===== config.mk =====
export PLATFORM = sky130hd
export DESIGN_NAME = maze_dfs_engine
export DESIGN_NICKNAME = d
export VERILOG_FILES = /design/src/rtl/maze_dfs_engine.sv
export SDC_FILE = /design/constraint.sdc
export NUM_CORES = 1
export LEC_CHECK = 0
export CORE_MARGIN = 5
export CORE_UTILIZATION = 55
export DETAILED_ROUTE_END_ITERATION = 8
export PLACE_DENSITY = 0.68
export SYNTH_ARGS = -nofsm -noshare
export SYNTH_HDL_FRONTEND = slang
export SYNTH_SLANG_ARGS = --single-unit

===== constraint.sdc =====
create_clock -name clk -period 7.2 [get_ports clk]
set_clock_uncertainty 0.15 [all_clocks]
set_input_delay 0.72 -clock clk [delete_from_list [all_inputs] [get_ports clk]]
set_output_delay 0.72 -clock clk [all_outputs]
set_load 0.005 [all_outputs]

===== src/rtl/maze_dfs_engine.sv =====
// Depth-first maze solver. Walks a ROWS x COLS grid held in external
// 1-bit memory (1 = wall or already visited), marks each cell it enters,
// keeps the move history on an internal stack and streams that history
// out as the path once the goal cell is reached.
// Optional build macro MAZE_STEP_LIMIT_EN: bounds the search to MAX_STEPS
// moves (ADVANCE + BACKTRACK) and reports exhaustion through timeout.
//
// state      | meaning
// IDLE       | waiting for start
// INIT       | search registers loaded
// CHECK_GOAL | compare current cell with goal
// MARK       | write visited bit for current cell
// PROBE      | bounds-check neighbour in dir, issue read if inside
// WAIT_RD    | hold neighbour address until read data returns
// ADVANCE    | push dir, step into neighbour
// NEXT_DIR   | try next direction or give up on this cell
// BACKTRACK  | pop last move and step back
// EMIT       | stream stack bottom-to-top on path handshake
// DONE       | path available, replay allowed
// FAIL       | no path (or step limit hit)
module maze_dfs_engine #(
  parameter int W         = 4,
  parameter int ROWS      = 16,
  parameter int COLS      = 16,
  parameter int DEPTH     = 256,
  parameter int MAX_STEPS = 1024
) (
  input  logic                     clk,
  input  logic                     rst,
  input  logic                     start,
  input  logic [W-1:0]             start_x,
  input  logic [W-1:0]             start_y,
  input  logic [W-1:0]             goal_x,
  input  logic [W-1:0]             goal_y,
  output logic [2*W-1:0]           mem_addr,
  output logic                     mem_rd,
  output logic                     mem_wr,
  input  logic                     mem_rdata,
  input  logic                     mem_rvalid,
  output logic [1:0]               path_dir,
  output logic                     path_valid,
  input  logic                     path_ready,
  input  logic                     replay,
  output logic                     busy,
  output logic                     done,
  output logic                     fail,
  output logic                     timeout,
  output logic [$clog2(DEPTH):0]   path_len
);

  localparam int SPW = $clog2(DEPTH);
  localparam logic [W:0] COLS_L = (W+1)'(COLS);
  localparam logic [W:0] ROWS_L = (W+1)'(ROWS);

  typedef enum logic [3:0] {
    IDLE, INIT, CHECK_GOAL, MARK, PROBE, WAIT_RD,
    ADVANCE, NEXT_DIR, BACKTRACK, EMIT, DONE, FAIL
  } state_t;

  state_t         state_q, state_d;
  logic [W-1:0]   pos_x_q, pos_y_q, goal_x_q, goal_y_q;
  logic [1:0]     dir_q;
  logic [SPW:0]   sp_q, emit_idx_q, path_len_q;
  logic [1:0]     stack_mem [DEPTH];

  logic [2*W-1:0] nb_pos, bt_pos;
  logic           nb_oob, sp_full, sp_empty, at_goal, emit_last, limit_hit;
  logic [SPW-1:0] sp_top;
  logic [1:0]     top_dir;

  // {y,x} after one move in direction d; wrap is harmless because
  // out-of-range moves are rejected before use.
  function automatic logic [2*W-1:0] step_pos(input logic [W-1:0] x,
                                              input logic [W-1:0] y,
                                              input logic [1:0] d);
    logic [W-1:0] nx, ny;
    nx = x;
    ny = y;
    case (d)
      2'd0: nx = x + W'(1);
      2'd1: ny = y + W'(1);
      2'd2: nx = x - W'(1);
      default: ny = y - W'(1);
    endcase
    return {ny, nx};
  endfunction

  assign sp_full   = sp_q[SPW];
  assign sp_empty  = (sp_q == '0);
  assign sp_top    = sp_q[SPW-1:0] - SPW'(1);
  assign top_dir   = stack_mem[sp_top];
  assign nb_pos    = step_pos(pos_x_q, pos_y_q, dir_q);
  assign bt_pos    = step_pos(pos_x_q, pos_y_q, top_dir ^ 2'd2);
  assign at_goal   = (pos_x_q == goal_x_q) && (pos_y_q == goal_y_q);
  assign emit_last = ((emit_idx_q + (SPW+1)'(1)) == path_len_q);
  assign path_len  = path_len_q;
  assign busy      = !(state_q == IDLE || state_q == DONE || state_q == FAIL);
  assign done      = (state_q == DONE);
  assign fail      = (state_q == FAIL);

  // Neighbour bounds check for the direction currently being probed.
  always_comb begin
    nb_oob = 1'b0;
    case (dir_q)
      2'd0: nb_oob = (({1'b0, pos_x_q} + (W+1)'(1)) >= COLS_L);
      2'd1: nb_oob = (({1'b0, pos_y_q} + (W+1)'(1)) >= ROWS_L);
      2'd2: nb_oob = (pos_x_q == '0);
      default: nb_oob = (pos_y_q == '0);
    endcase
  end

`ifdef MAZE_STEP_LIMIT_EN
  localparam int STW = $clog2(MAX_STEPS + 1);
  logic [STW-1:0] step_q;
  logic           timeout_q;
  assign limit_hit = (step_q == STW'(MAX_STEPS - 1));
  assign timeout   = timeout_q;

  // Move counter; the move that reaches MAX_STEPS flags timeout.
  always_ff @(posedge clk or posedge rst) begin
    if (rst) begin
      step_q    <= '0;
      timeout_q <= 1'b0;
    end else if ((state_q == IDLE || state_q == DONE || state_q == FAIL) && start) begin
      timeout_q <= 1'b0;
    end else if (state_q == INIT) begin
      step_q <= '0;
    end else if ((state_q == ADVANCE && !sp_full) || state_q == BACKTRACK) begin
      step_q <= step_q + STW'(1);
      if (limit_hit) timeout_q <= 1'b1;
    end
  end
`else
  assign limit_hit = 1'b0;
  assign timeout   = 1'b0;
`endif

  // State register.
  always_ff @(posedge clk or posedge rst) begin
    if (rst) state_q <= IDLE;
    else     state_q <= state_d;
  end

  // Next-state and memory/path strobes.
  always_comb begin
    state_d    = state_q;
    mem_addr   = '0;
    mem_rd     = 1'b0;
    mem_wr     = 1'b0;
    path_valid = 1'b0;
    path_dir   = 2'd0;
    case (state_q)
      IDLE, FAIL: if (start) state_d = INIT;
      DONE: begin
        if (start)       state_d = INIT;
        else if (replay) state_d = EMIT;
      end
      INIT:       state_d = CHECK_GOAL;
      CHECK_GOAL: state_d = at_goal ? EMIT : MARK;
      MARK: begin
        mem_wr   = 1'b1;
        mem_addr = {pos_y_q, pos_x_q};
        state_d  = PROBE;
      end
      PROBE: begin
        if (nb_oob) begin
          state_d = NEXT_DIR;
        end else begin
          mem_rd   = 1'b1;
          mem_addr = nb_pos;
          state_d  = WAIT_RD;
        end
      end
      WAIT_RD: begin
        mem_addr = nb_pos;
        if (mem_rvalid) state_d = mem_rdata ? NEXT_DIR : ADVANCE;
      end
      ADVANCE: begin
        if (sp_full || limit_hit) state_d = FAIL;
        else                      state_d = CHECK_GOAL;
      end
      NEXT_DIR: begin
        if (dir_q != 2'd3) state_d = PROBE;
        else if (sp_empty) state_d = FAIL;
        else               state_d = BACKTRACK;
      end
      BACKTRACK: state_d = limit_hit ? FAIL : NEXT_DIR;
      EMIT: begin
        if (emit_idx_q == path_len_q) begin
          state_d = DONE;
        end else begin
          path_valid = 1'b1;
          path_dir   = stack_mem[emit_idx_q[SPW-1:0]];
          if (path_ready && emit_last) state_d = DONE;
        end
      end
      default: state_d = IDLE;
    endcase
  end

  // Search datapath: position, direction, stack pointer and emit index.
  always_ff @(posedge clk or posedge rst) begin
    if (rst) begin
      pos_x_q    <= '0;
      pos_y_q    <= '0;
      goal_x_q   <= '0;
      goal_y_q   <= '0;
      dir_q      <= 2'd0;
      sp_q       <= '0;
      emit_idx_q <= '0;
      path_len_q <= '0;
    end else begin
      case (state_q)
        IDLE, DONE, FAIL: begin
          if (start) begin
            pos_x_q    <= start_x;
            pos_y_q    <= start_y;
            goal_x_q   <= goal_x;
            goal_y_q   <= goal_y;
            dir_q      <= 2'd0;
            sp_q       <= '0;
            emit_idx_q <= '0;
            path_len_q <= '0;
          end else if (state_q == DONE && replay) begin
            emit_idx_q <= '0;
          end
        end
        CHECK_GOAL: begin
          if (at_goal) begin
            path_len_q <= sp_q;
            emit_idx_q <= '0;
          end
        end
        ADVANCE: begin
          if (!sp_full) begin
            sp_q               <= sp_q + (SPW+1)'(1);
            {pos_y_q, pos_x_q} <= nb_pos;
            dir_q              <= 2'd0;
          end
        end
        NEXT_DIR: if (dir_q != 2'd3) dir_q <= dir_q + 2'd1;
        BACKTRACK: begin
          sp_q               <= sp_q - (SPW+1)'(1);
          {pos_y_q, pos_x_q} <= bt_pos;
          dir_q              <= top_dir;
        end
        EMIT: if (path_valid && path_ready) emit_idx_q <= emit_idx_q + (SPW+1)'(1);
        default: ;
      endcase
    end
  end

  // Move history; contents are only meaningful below the stack pointer.
  always_ff @(posedge clk) begin
    if (state_q == ADVANCE && !sp_full) stack_mem[sp_q[SPW-1:0]] <= dir_q;
  end

endmodule


==> flow_summary.yaml, run 1 <==
global_routing:
  grt_first_pass_wirelength_mm: 122
  grt_usage_pct: 28.5
  grt_overflow: 0
  grt_max_degree: 122
  grt_pass1_vias: 18400
  grt_antenna_before_repair: 1
placement:
  place_hpwl_mm: 52.7
  place_congestion: 0.941
  dpl_worst_slack_ps: 1430
  io_buffer_count: 47
  dpl-instance-area_mm2: 0.0299
layout:
  fillers: 3834
  utilization_pct: 60.9
  area_growth_syn_to_layout_pct: 10.0
  fin_nets: 1940
  layout-drive-gt1-share_pct: 23.5
  fin_area_mm2: 0.0319
power:
  power.leakage_nw: 9.78
  p_per_area_mw_per_mm2: 371
  irDropWorstVdd_mv: 0.241
detailed_routing:
  wirelength_mm: 81.8
  via_per_inst: 7.10
  drc: 0
  drtIter0Drc: 2611
  ant_nets: 0
  avgRoutedWirePerCell_um: 31.0
  vias: 18800
  first_pass_iters: 5
synth:
  ys_ff_latch: 561
  ys_warn_count: 0
  netlist_top_cells_area: "edfxtp_1 (53%), mux4_2 (23%), nor2_1 (4.3%)"
  synth_flop_cell: "edfxtp_1"
  synthArstFlopShare_pct: 8.73
  synth_top_area_share_pct: 53.0
  synth_edf_count: 512
  synth_cells: 1914
  syn-num-nets: 1951
  yosys.area.top_type: "edfxtp_1"
  ys_seq_area_share_pct: 57.2
  synth.avg_cell_area_um2: 15.2
  post-synth-top-count-cell: "edfxtp_1"
  synth_commonest_cells: "edfxtp_1 (512), nor2_1 (331), mux4_2 (296)"
  synthesis.area_mm2: 0.0290
  synth_cell_types: 77
setup_path:
  startpoint_type: "flip-flop"
  required_ps: 7600
  crit_slowest_cell: "a2111oi_1"
  slowest_delay_ps: 1160
  end_kind: "flip-flop"
  worstPathArrival_ps: 6340
  cp_max_fo: 46
  worstPathCellList: "inv_1 -> buf_4 -> ha_4 -> buf_4 -> mux4_2 -> nor2_1 -> nor2_1 -> o221ai_1 -> o32ai_1 -> a2111oi_1 -> o22ai_2 -> mux2i_1 -> or4b_1 -> o211ai_1"
  crit_type: "flip-flop to flip-flop"
die:
  num_rows: 84
  die_y_um: 240
  fp.dieW_um: 240
  core_area_mm2: 0.0524
  ios: 49
  design.die.area_mm2: 0.0574
  initial_core_util_pct: 55.3
clock_tree:
  postCtsHoldBufs: 0
  cts_htree_levels: 2
  cts_buffer_depth: 3
  cts_tree: "done"
  cts-root-buf: "clkbuf_16"
  cts_setup_buffers: 0
  clock-sinks: 561
  cts_resized: 0
  cts_buffers: 59
  clkSlewWorstSetupHoldPaths_ps: 60
  clk_latency_ps: 630
outcome:
  status: "finished, final reports clean"
timing:
  tightest_slew_ps: 1280
  slew_violations: 0
  min_period_ps: 5940
  finalSetupTns_ps: 0
  fmax_mhz: 168
  hold_violations: 0
  rsz0062_at_grt: "false"
  setup_viol: 0
  period_share_pct: 82.5
  slew_headroom_pct: 14.5
  fin_ws_ps: 1260
run:
  drv_cap: 0
hold_path:
  hold_path.class: "flip-flop to flip-flop"
-- power breakdown --
| part | leakage [nW] | internal, mW | switching (mW) |
|---|---|---|---|
| clock | 0.977 | 1.86 | 1.29 |
| sequential | 5.23 | 4.10 | 0.388 |
| combinational | 3.57 | 1.55 | 2.65 |
| total | 9.78 | 7.51 | 4.32 |
-- kinds of logic after synthesis --
| group | count (synthesis) | share of synthesized area (%) |
|---|---|---|
| AOI/OAI and AO/OA | 205 | 5.00 |
| xor gates and xnor gates | 33 | 1.05 |
| adders and majority gates | 14 | 0.604 |
| buffers and inverters | 179 | 3.03 |
| DFF | 561 | 57.2 |
| muxes | 335 | 24.5 |
| other | 1 | 0.0129 |
| and+or+nand+nor | 586 | 8.60 |
-- worst paths after layout --
path / endpoint / startpoint / depth (start not counted) / slack, ps
worst min register to register: emit_idx_q[8] / emit_idx_q[8] / 1 / 370
max in group asynchronous: dir_q[1] / rst / 2 / 5600
min in group asynchronous: state_q[0] / rst / 2 / 530
worst min-delay path: emit_idx_q[8] / emit_idx_q[8] / 1 / 370
worst max register to register: pos_x_q[3] / sp_q[0] / 14 / 1260
worst max-delay path: pos_x_q[3] / sp_q[0] / 14 / 1260
-- layout make-up --
| type | count | area (um2) | area share, % |
|---|---|---|---|
| sequential | 561 | 16600 | 52.1 |
| multi-input combinational | 1174 | 11600 | 36.2 |
| clock buffer | 68 | 1550 | 4.86 |
| tap | 688 | 861 | 2.70 |
| timing repair buffer | 84 | 773 | 2.42 |
| clock inverter | 43 | 455 | 1.43 |
| inverter | 23 | 86.3 | 0.270 |
| antenna | 1 | 2.50 | 0.00784 |
-- metrics by stage --
stage,power (mW),hold slack (ps),cells
floorplan,7.35,321,1914
global placement,8.56,344,2530
detailed placement,8.63,350,2530
CTS,11.8,361,2641
global route,12.3,370,2641
finish,11.8,372,2642
-- critical path, delay by kind of cell (launching register included) --
kind                       cells  cell delay (ps)
AOI/OAI and AO/OA              5             2020
adders and majority gates      1              810
buffers and inverters          3              710
DFF                            1              920
muxes                          2              610
and+or+nand+nor                3              610
-- metal layers --
metal | routed length [um] | GRT usage, % | up-vias
met3 | 9510 | 7.01 | 196
met4 | 3250 | 10.4 | 0
met2 | 38400 | 43.9 | 1316
li1 | - | - | 7620
met5 | 0 | 0 | -
met1 | 30700 | 40.2 | 9635
-- cell usage in the layout (no fill, tap or decap), types with 12 or more instances in the layout --
master           instances
a22o_1                  15
a21oi_1                 30
inv_1                   22
clkinv_2                12
edfxtp_1               512
clkdlybuf4s50_1         47
ha_1                    13
mux2i_1                 27
clkbuf_16               60
xor2_1                  19
o21ai_0                 48
and3_1                  13
nor2_1                 330
xnor2_1                 12
mux4_2                 296
nand2_1                121
clkinv_1                14
dfrtp_1                 42
nand3_1                 42
nor3_1                  16
buf_4                   35
-- flip-flops by register name, indices dropped and copies added (netlist names) --
name        flops
pos_y_q         4
emit_idx_q      9
goal_y_q        4
stack_mem     512
sp_q            9
state_q         4
pos_x_q         4
path_len        9
goal_x_q        4
dir_q           2
Power figures use the tool's default switching activity.
==> run 2: changes to the inputs <==
clock period = 6.1 ns   (was 7.2 ns; I/O delays follow)
==> run 2 against run 1 <==
Sequential power grew 16%. Die area did not move. Final cell count hardly changed. Register-to-register slack worse by 560 ps. Critical path depth down 7. Non-clock buffer count up 6. Critical path type is now flip-flop to primary output. Sequential share of layout area is 0.14 points higher. Setup slack got worse by 780 ps.
==> flow_summary.yaml, run 2 (same netlist as run 1, synthesis figures left out) <==
outcome:
  status: "finished, final reports clean"
placement:
  io_buffer_count: 47
  place_hpwl_mm: 54.0
  place_congestion: 0.944
setup_path:
  crit_type: "flip-flop to primary output"
  r2r_slack_ps: 700
  rr_endpoint: "pos_x_q[3]"
  r2r_start: "sp_q[1]"
  required_ps: 5340
  r2r_cells: 12
  cp_max_fo: 58
  worstPathArrival_ps: 4860
  end_kind: "primary output"
  startpoint_type: "flip-flop"
timing:
  setup_viol: 0
  period_share_pct: 92.2
  rsz0062_at_grt: "false"
  tightest_slew_ps: 1210
  slew_headroom_pct: 19.5
  slew_violations: 0
  hold_violations: 0
  min_period_ps: 5620
  finalSetupTns_ps: 0
  fmax_mhz: 178
global_routing:
  grt_pass1_vias: 18600
  grt_usage_pct: 28.9
  grt_max_degree: 123
  top_usage_layer: "met2"
  use_met3_pct: 7.96
  grtUsageMet2_pct: 45.8
  grt_overflow: 0
  grt_util_met1_pct: 39.3
  grt_first_pass_wirelength_mm: 123
  grt_antenna_before_repair: 1
clock_tree:
  cts_buffer_depth: 3
  postCtsHoldBufs: 0
  clkSlewWorstSetupHoldPaths_ps: 60
  cts_buffers: 57
  cts_htree_levels: 2
  clk_latency_ps: 630
  cts_resized: 0
  cts_setup_buffers: 0
  clock-sinks: 561
  cts_tree: "done"
  cts-root-buf: "clkbuf_16"
layout:
  diodes: 0
  utilization_pct: 60.7
  regArea_mm2: 0.0166
  fillers: 3903
  layout-drive-gt1-share_pct: 23.2
  fin_nets: 1944
  area_growth_syn_to_layout_pct: 9.76
  largest_reg_flops: 512
  multi_input_area_mm2: 0.0116
  layout_common_cells: "edfxtp_1 (512), nor2_1 (330), mux4_2 (296), nand2_1 (121), clkbuf_16 (59)"
  mostFrequentLayoutCell: "edfxtp_1"
detailed_routing:
  wirelength_mm: 82.7
  avgRoutedWirePerCell_um: 31.3
  first_pass_iters: 6
  drtIter0Drc: 2740
  via_per_inst: 7.13
  ant_nets: 0
  drc: 0
  vias: 18800
power:
  power.leakage_nw: 9.72
  p_per_area_mw_per_mm2: 432
  irDropWorstVdd_mv: 0.304
die:
  ios: 49
  core_area_mm2: 0.0524
  fp.dieW_um: 240
  die_y_um: 240
  design.die.area_mm2: 0.0574
  initial_core_util_pct: 55.3
  num_rows: 84
run:
  drv_cap: 0
hold_path:
  hold_path.class: "input pin to asynchronous set/reset pin"
## run 2: metal layers
layer  routed length, um  share of wire (%)  vias to the layer above
met5                  52              0.063                        -
met4                3540                4.3                        2
met3                9900                 12                      216
met2               38900                 47                     1319
met1               30300                 37                     9674
li1                    -                  -                     7615
## run 2: layout make-up
class	instances	share of cell area, %
Multi-Input combinational cell	1174	36.4
Sequential cell	561	52.2
Timing Repair Buffer	90	2.77
Clock inverter	29	0.849
Tap cell	688	2.70
Clock buffer	76	4.84
Inverter	23	0.271
## run 2: where the power goes
| group | total (mW) | switching [mW] | internal [mW] |
|---|---|---|---|
| sequential | 5.20 | 0.362 | 4.84 |
| clock | 3.45 | 1.47 | 1.98 |
| combinational | 5.10 | 3.25 | 1.84 |
| total | 13.7 | 5.09 | 8.66 |
## run 2: worst max-delay path by stage
stage / start / end / slack (ps) / cells after the start
after floorplan: dir_q[1] / mem_addr[4] / 170 / 10
after global placement: sp_q[0] / pos_x_q[3] / 830 / 11
after detailed placement: sp_q[1] / pos_x_q[3] / 800 / 12
after CTS: emit_idx_q[1] / path_dir[1] / 460 / 7
after global routing: emit_idx_q[1] / path_dir[1] / 380 / 7
final: emit_idx_q[1] / path_dir[1] / 480 / 7
## run 2: worst max-delay path, stage by stage, from the launching register on
cell and delay, ps:
dfrtp_4 1020, buf_4 550, mux4_2 380, mux4_2 530
mux4_2 550, mux4_2 500, nor2b_1 180, clkdlybuf4s50_1 470
## run 2: per-stage QoR
stage               hold WS (ps)  cells  power, mW  cell area (um2)  setup WS (ps)
floorplan                    321   1914       8.64            29000            167
global placement             360   2536       10.2            30000            834
detailed placement           364   2536       10.2            30000            803
CTS                         40.6   2641       13.7            31800            455
global route                51.7   2641       14.3            31800            375
finish                      58.7   2641       13.7            31800            477
